**src/rtl/fifo_uart_tx.sv**
```systemverilog
// FIFO drain stage: pops one word when the FIFO is non-empty and sends it as a UART frame.
// Optional even-parity bit between data and stop when PARITY_EN is defined.
module fifo_uart_tx #(
  parameter int unsigned WIDTH        = 4,
  parameter int unsigned CLKS_PER_BIT = 8,
  parameter int unsigned CNT_W        = 8
) (
  input  logic             clk,
  input  logic             rst,
  input  logic             en,
  input  logic             fifo_empty,
  input  logic [WIDTH-1:0] fifo_rdata,
  output logic             rd_en,
  output logic             tx,
  output logic             busy,
  output logic             frame_done,
  output logic [CNT_W-1:0] frame_cnt
);

  localparam int unsigned BAUD_W = (CLKS_PER_BIT > 1) ? $clog2(CLKS_PER_BIT) : 1;
  localparam int unsigned IDX_W  = (WIDTH > 1) ? $clog2(WIDTH) : 1;
  localparam logic [BAUD_W-1:0] BAUD_LAST = BAUD_W'(CLKS_PER_BIT - 1);
  localparam logic [BAUD_W-1:0] BAUD_PRE  = BAUD_W'(CLKS_PER_BIT - 2);
  localparam logic [IDX_W-1:0]  IDX_LAST  = IDX_W'(WIDTH - 1);

  typedef enum logic [2:0] {
    IDLE,
    POP,
    LOAD,
    START,
    DATA,
`ifdef PARITY_EN
    PARITY,
`endif
    STOP
  } state_t;

  state_t              state;
  logic [WIDTH-1:0]    shift;
  logic [WIDTH-1:0]    shift_nx;
  logic [BAUD_W-1:0]   baud;
  logic [IDX_W-1:0]    idx;
  logic                baud_last;
  logic                start_ok;
`ifdef PARITY_EN
  logic                par;
`endif

  always_comb begin
    shift_nx  = shift >> 1;
    baud_last = (baud == BAUD_LAST);
    start_ok  = en && !fifo_empty;
  end

  // tx, rd_en, busy and frame_done are set on the edge that enters the state they belong to.
  always_ff @(posedge clk or posedge rst) begin
    if (rst) begin
      state      <= IDLE;
      shift      <= '0;
      baud       <= '0;
      idx        <= '0;
      tx         <= 1'b1;
      rd_en      <= 1'b0;
      busy       <= 1'b0;
      frame_done <= 1'b0;
      frame_cnt  <= '0;
`ifdef PARITY_EN
      par        <= 1'b0;
`endif
    end else begin
      rd_en      <= 1'b0;
      frame_done <= 1'b0;
      baud       <= baud_last ? '0 : baud + BAUD_W'(1);
      case (state)
        IDLE: begin
          baud <= '0;
          tx   <= 1'b1;
          if (start_ok) begin
            state <= POP;
            rd_en <= 1'b1;
            busy  <= 1'b1;
          end
        end
        POP: begin
          baud  <= '0;
          state <= LOAD;
        end
        LOAD: begin
          baud  <= '0;
          shift <= fifo_rdata;
          idx   <= '0;
`ifdef PARITY_EN
          par   <= ^fifo_rdata;
`endif
          tx    <= 1'b0;
          state <= START;
        end
        START: begin
          if (baud_last) begin
            state <= DATA;
            tx    <= shift[0];
          end
        end
        DATA: begin
          if (baud_last) begin
            shift <= shift_nx;
            if (idx == IDX_LAST) begin
`ifdef PARITY_EN
              state <= PARITY;
              tx    <= par;
`else
              state <= STOP;
              tx    <= 1'b1;
`endif
            end else begin
              idx <= idx + IDX_W'(1);
              tx  <= shift_nx[0];
            end
          end
        end
`ifdef PARITY_EN
        PARITY: begin
          if (baud_last) begin
            state <= STOP;
            tx    <= 1'b1;
          end
        end
`endif
        STOP: begin
          // frame_done is raised one edge early so it is high during the final STOP cycle.
          if (baud == BAUD_PRE) begin
            frame_done <= 1'b1;
            if (frame_cnt != '1) frame_cnt <= frame_cnt + CNT_W'(1);
          end
          if (baud_last) begin
            if (start_ok) begin
              state <= POP;
              rd_en <= 1'b1;
            end else begin
              state <= IDLE;
              busy  <= 1'b0;
            end
          end
        end
        default: begin
          state <= IDLE;
          tx    <= 1'b1;
          busy  <= 1'b0;
        end
      endcase
    end
  end

endmodule

```
**config.mk**
```make
export PLATFORM = sky130hd
export DESIGN_NAME = fifo_uart_tx
export DESIGN_NICKNAME = d
export VERILOG_FILES = /design/src/rtl/fifo_uart_tx.sv
export SDC_FILE = /design/constraint.sdc
export NUM_CORES = 1
export LEC_CHECK = 0
export BUFFER_PORTS_ARGS = -buffer_cell sky130_fd_sc_hd__buf_2
export CAP_MARGIN = 25
export CORE_ASPECT_RATIO = 0.7
export CORE_MARGIN = 4
export CORE_UTILIZATION = 30
export DETAILED_ROUTE_END_ITERATION = 12
export SLEW_MARGIN = 20
export SYNTH_ARGS = -nofsm -noshare
export SYNTH_HDL_FRONTEND = slang
export SYNTH_SLANG_ARGS = --single-unit
```
**constraint.sdc**
```tcl
create_clock -name clk -period 3.4 [get_ports clk]
set_input_delay 0.17 -clock clk [delete_from_list [all_inputs] [get_ports clk]]
set_output_delay 0.17 -clock clk [all_outputs]
set_load 0.1 [all_outputs]
```
After elaboration in Yosys (flattened, before gate mapping):

Cells that the tools add are included.

* register bits: 24
* input bits: 8
* output and inout port bits: 12
* word-level logic and storage cells: 70

* $add $sub $neg: 3
* equality and inequality tests: 16
* mux-type cells: 27
* bitwise gates (word level): 2
* reductions and logical operators: 13

Operators by type and width (number)
* $mux W3: 7
* $pmux W3 S6: 1
* $ne A2 B2 Y1 const B: 7
* $eq A3 B3 Y1 const B: 4
* $mux W1: 11
* $reduce_and A3 Y1: 3
* $add A8 B1 Y8 const B: 1
* $ne A8 B8 Y1 const B: 1
* $pmux W4 S2: 1
* $eq A3 B2 Y1 const B: 2
* $reduce_and A5 Y1: 1
* $mux W2: 2
* $mux W4: 1
* $pmux W1 S4: 1
* $pmux W2 S2: 1
* $reduce_and A4 Y1: 1
* $reduce_or A4 Y1: 1
* $add A3 B1 Y3 const B: 1
* $eq A3 B1 Y1 const B: 1
* $logic_not A3 Y1: 1
* $pmux W1 S3: 1
* $reduce_or A3 Y1: 1
* $add A2 B1 Y2 const B: 1
* $eq A2 B2 Y1 const B: 1
* 7 further kinds: 8

Longest topological paths before layout:

* word-level depth: 5
* gate-level depth with buffers: 7
* gate-level depth less buffers: 6

Worst setup path before layout:

OpenSTA, ideal clock, no wires.

* kind: register to register
* start: register frame_cnt[0]
* end: register frame_cnt[6]
* library setup time: 0.128 ns
* data arrival time: 2.146 ns
* data required time: 3.272 ns
* path slack: 1.126 ns
* cell stages (with the launch flop): 6
* path through: dfrtp_1 -> ha_1 -> inv_1 -> or3_4 -> nor3_2 -> mux2_1

* cells in the longest elaborated chain, start to end: 2
* elaborated cells on any way between the ends: 3

Ends and longest elaborated chain
* start, declared: line 17 `output logic [CNT_W-1:0] frame_cnt`
* start signal, assigned: line 133 `if (frame_cnt != '1) frame_cnt <= frame_cnt + CNT_W'(1);`
* parallel branches: the longest is 2 deep, another holds $add A8 B1 Y8

Several ways; the timed one is not identified.
A chain may end at the register's enable or synchronous reset.

Worst setup path after layout:

* start: register state[2]
* end: register frame_cnt[6]

* cells in the longest elaborated chain, start to end: 2

Ends and longest elaborated chain
* start, declared: line 38 `state_t state;`
* start signal, assigned: line 58 `state <= IDLE;`
* start signal, assigned: line 79 `state <= POP;`
* start signal, assigned: line 86 `state <= LOAD;`
* $eq A3 B3 Y1: line 74 `case (state)`
* $reduce_and A3 Y1 (no source line)

Every way passes these cells.

==> impl_metrics.ini <==
[outcome]
outcome = finished, final reports clean

[logic_synthesis]
syn_area_um2 = 1290
syn_area_per_cell_um2 = 9.95
synth_top_area_share_pct = 44.5
synthTopCellsByArea = dfrtp_1 (44%), a21oi_1 (6.2%), ha_1 (5.8%)
ys_types = 40
syn-num-nets = 144
synth_warnings = 0
synth-seq-cells = 24
synth_cells = 130
yosys.area.top_type = dfrtp_1
ys_seq_area_share_pct = 46.5

[power_and_ir_drop]
switching_share_pct = 41.0
p_sw_uw = 391
vdd_ir_drop_max_v = 0.000295
p_seq_share_pct = 46.0
intPower_uw = 564
power_frac_comb_pct = 36.0
clkPwrFrac_pct = 18.0
power.total_uw = 955
powerDensity_nw_per_um2 = 638
p_leak_uw = 0.000693

[setup_path]
end_kind = flip-flop
reg2reg_from = state[2]
cp.arrival_ps = 1970
cpMaxStageDelayCell = dfrtp_1
worstPathRequired_ps = 3550
critPathTopFamily = flip-flops
path_buf_inv = 0
cpPeakStageDelay_ps = 700
startpoint = state[2]
critPathLaunchType = flip-flop
cp_cell_sequence = nand2b_4 -> or3_4 -> nor3_2 -> mux2_1
cp_max_fo = 17
critPathKind = flip-flop to flip-flop

[timing]
slew_violations = 0
fin_crit_sh_pct = 53.5
worstMarginPinSlew_ps = 559
relSlewSlack_pct = 62.7
period_needed_ps = 1820
rsz0062_at_grt = no
fin_skew_ps = 4.06
finalSetupViolations = 0
hold_violations = 0
fmax_mhz = 550
tns_ps = 0

[route]
routedWlPerCell_um = 13.3
dr.pass1.iters = 4
drt-total-wl_um = 2670
drc = 0
route.vias.total = 1012
first_iter_violations = 70
avgViaCountPerCell = 5.03
final_antenna_net_count = 0

[placement]
io_buffers = 19
post-dp-hpwl_um = 2000
place_congestion = 0.793

[final_layout]
nFillCells = 411
num-nets-final = 164
area_growth_pct = 15.7
diodes = 0
layout-drive-gt1-share_pct = 21.5

[global_routing]
grt_pass1_vias = 969
antenna_found_initial = 0
grt_first_pass_wirelength_um = 4730
grtUsageTotal_pct = 10.7
overflow = 0
grt_max_degree = 25

[clocking]
post_cts_buffers = 0
path_clk_slew_ps = 80
post_cts_resized = 0
clockBufferDepth = 2
cts_tree = done
cts_root_buffer = clkbuf_8
htreeDepth = 1
clk_latency_ps = 260
cts_made_buffers = 3
cts.sinks = 24

[floorplanning]
io-pin-count = 20
num_rows = 19
coreArea_um2 = 4040
fp.dieH_um = 62.9
start_util_pct = 32.0
chipWidth_um = 86.5
dieArea_um2 = 5440

[job]
drv_cap = 0

[hold_path]
worst_hold_path_type = input port to flip-flop
hold_start = fifo_rdata[1]
[synthesized netlist by cell type, drive strengths merged]
| cell type | n |
|---|---|
| or2 | 1 |
| nand3 | 2 |
| mux2i | 3 |
| clkbuf | 3 |
| o31a | 1 |
| buf | 3 |
| nor2 | 10 |
| a21oi | 16 |
| o41a | 1 |
| inv | 6 |
| mux2 | 3 |
| a22o | 2 |
| o32ai | 2 |
| and3 | 1 |
| nor3 | 7 |
| ha | 6 |
| o21a | 1 |
| dfstp | 1 |
| a221o | 1 |
| a31oi | 1 |
| and2 | 2 |
| o21bai | 3 |
| and4 | 2 |
| o22a | 2 |
| dfrtp | 23 |
| or3 | 1 |
| xor2 | 2 |
| nor2b | 2 |
| nand4 | 1 |
| nand2 | 10 |
| nor3b | 1 |
| o22ai | 1 |
| nand2b | 4 |
| nand3b | 3 |
| o21ai | 2 |
[logic make-up (layout without fill, tap and decap cells)]
kind of cell             Yosys count  in the layout  share of synthesized area, %
multiplexers                       6              6                          4.93
adder cells (fa/ha/maj)            6              6                          5.80
AND/OR/NAND/NOR                   47             47                          20.9
buffers and inverters             12             31                          3.87
AO/OA/AOI/OAI                     33             33                          16.6
flip-flops                        24             24                          46.5
XOR/XNOR                           2              2                          1.35
[cell type report]
cell class | count | area, um^2 | share of cell area [%]
clock buffer | 4 | 45.0 | 3.01
sequential | 24 | 602 | 40.2
inverter | 6 | 22.5 | 1.51
multi-input combinational | 94 | 642 | 42.9
timing repair buffer | 21 | 120 | 8.03
tap | 52 | 65.1 | 4.35
[per-stage QoR]
step	instances	setup slack (ps)	area, um^2	hold WS, ps	utilization (%)
6_report	201	1580	1500	196	37.0
5_1_grt	201	1440	1500	220	37.0
4_1_cts	199	1590	1470	133	36.4
3_5_place_dp	195	1590	1430	427	35.3
3_3_place_gp	195	1660	1430	412	35.3
2_1_floorplan	130	1130	1290	184	-
[state kept, by name, indices dropped and copies added, names as in the netlist]
signal,flops
rd_en,1
state,3
busy,1
idx,2
baud,3
tx,1
shift,4
frame_cnt,8
frame_done,1
[tightest hold or removal path, cell delays in order]
cell and delay (ps):
buf_2 70, mux2i_1 50, a21oi_1 130
[power groups by stage]
stage / Sequential [uW] / Combinational, uW / Clock [uW]
after floorplan: 493 / 220 / 0
after global placement: 437 / 334 / 0
after detailed placement: 444 / 342 / 0
after CTS: 439 / 348 / 178
after global routing: 455 / 379 / 194
final: 439 / 344 / 172
[final timing paths]
path                                end  slack (ps)  cells past startpoint
setup / recovery           frame_cnt[6]        1580                      4
hold reg to reg                 baud[0]         480                      1
max in group asynchronous            tx        2390                      4
hold / removal                 shift[1]         200                      3
setup reg to reg           frame_cnt[6]        1580                      4
min in group asynchronous  frame_cnt[6]         470                      3
[cells in the final DEF (no fill, tap or decap), drive strengths merged, types with 2 or more instances in the layout]
| cell | count |
|---|---|
| dfrtp | 23 |
| buf | 20 |
| a21oi | 16 |
| nor2 | 10 |
| nand2 | 10 |
| nor3 | 7 |
| inv | 6 |
| ha | 6 |
| nand2b | 4 |
| clkbuf | 4 |
| nand3b | 3 |
| o21bai | 3 |
| mux2i | 3 |
| mux2 | 3 |
| o32ai | 2 |
| and2 | 2 |
| nand3 | 2 |
| nor2b | 2 |
| o22a | 2 |
| and4 | 2 |
| xor2 | 2 |
| o21ai | 2 |
| a22o | 2 |
[what timing repair did]
item / CTS / global route
endpoints found under the setup margin: 0 / 0
endpoints found under the hold margin: 0 / 11
hold buffers: 0 / 1
[per-layer routing]
metal	up-vias	GRT usage, %	wire length, um
met5	-	0	0
met4	0	1.75	12
met3	2	3.69	109
met2	15	16.2	1250
met1	489	15.1	1300
li1	506	-	-
Power figures use the tool's default switching activity.
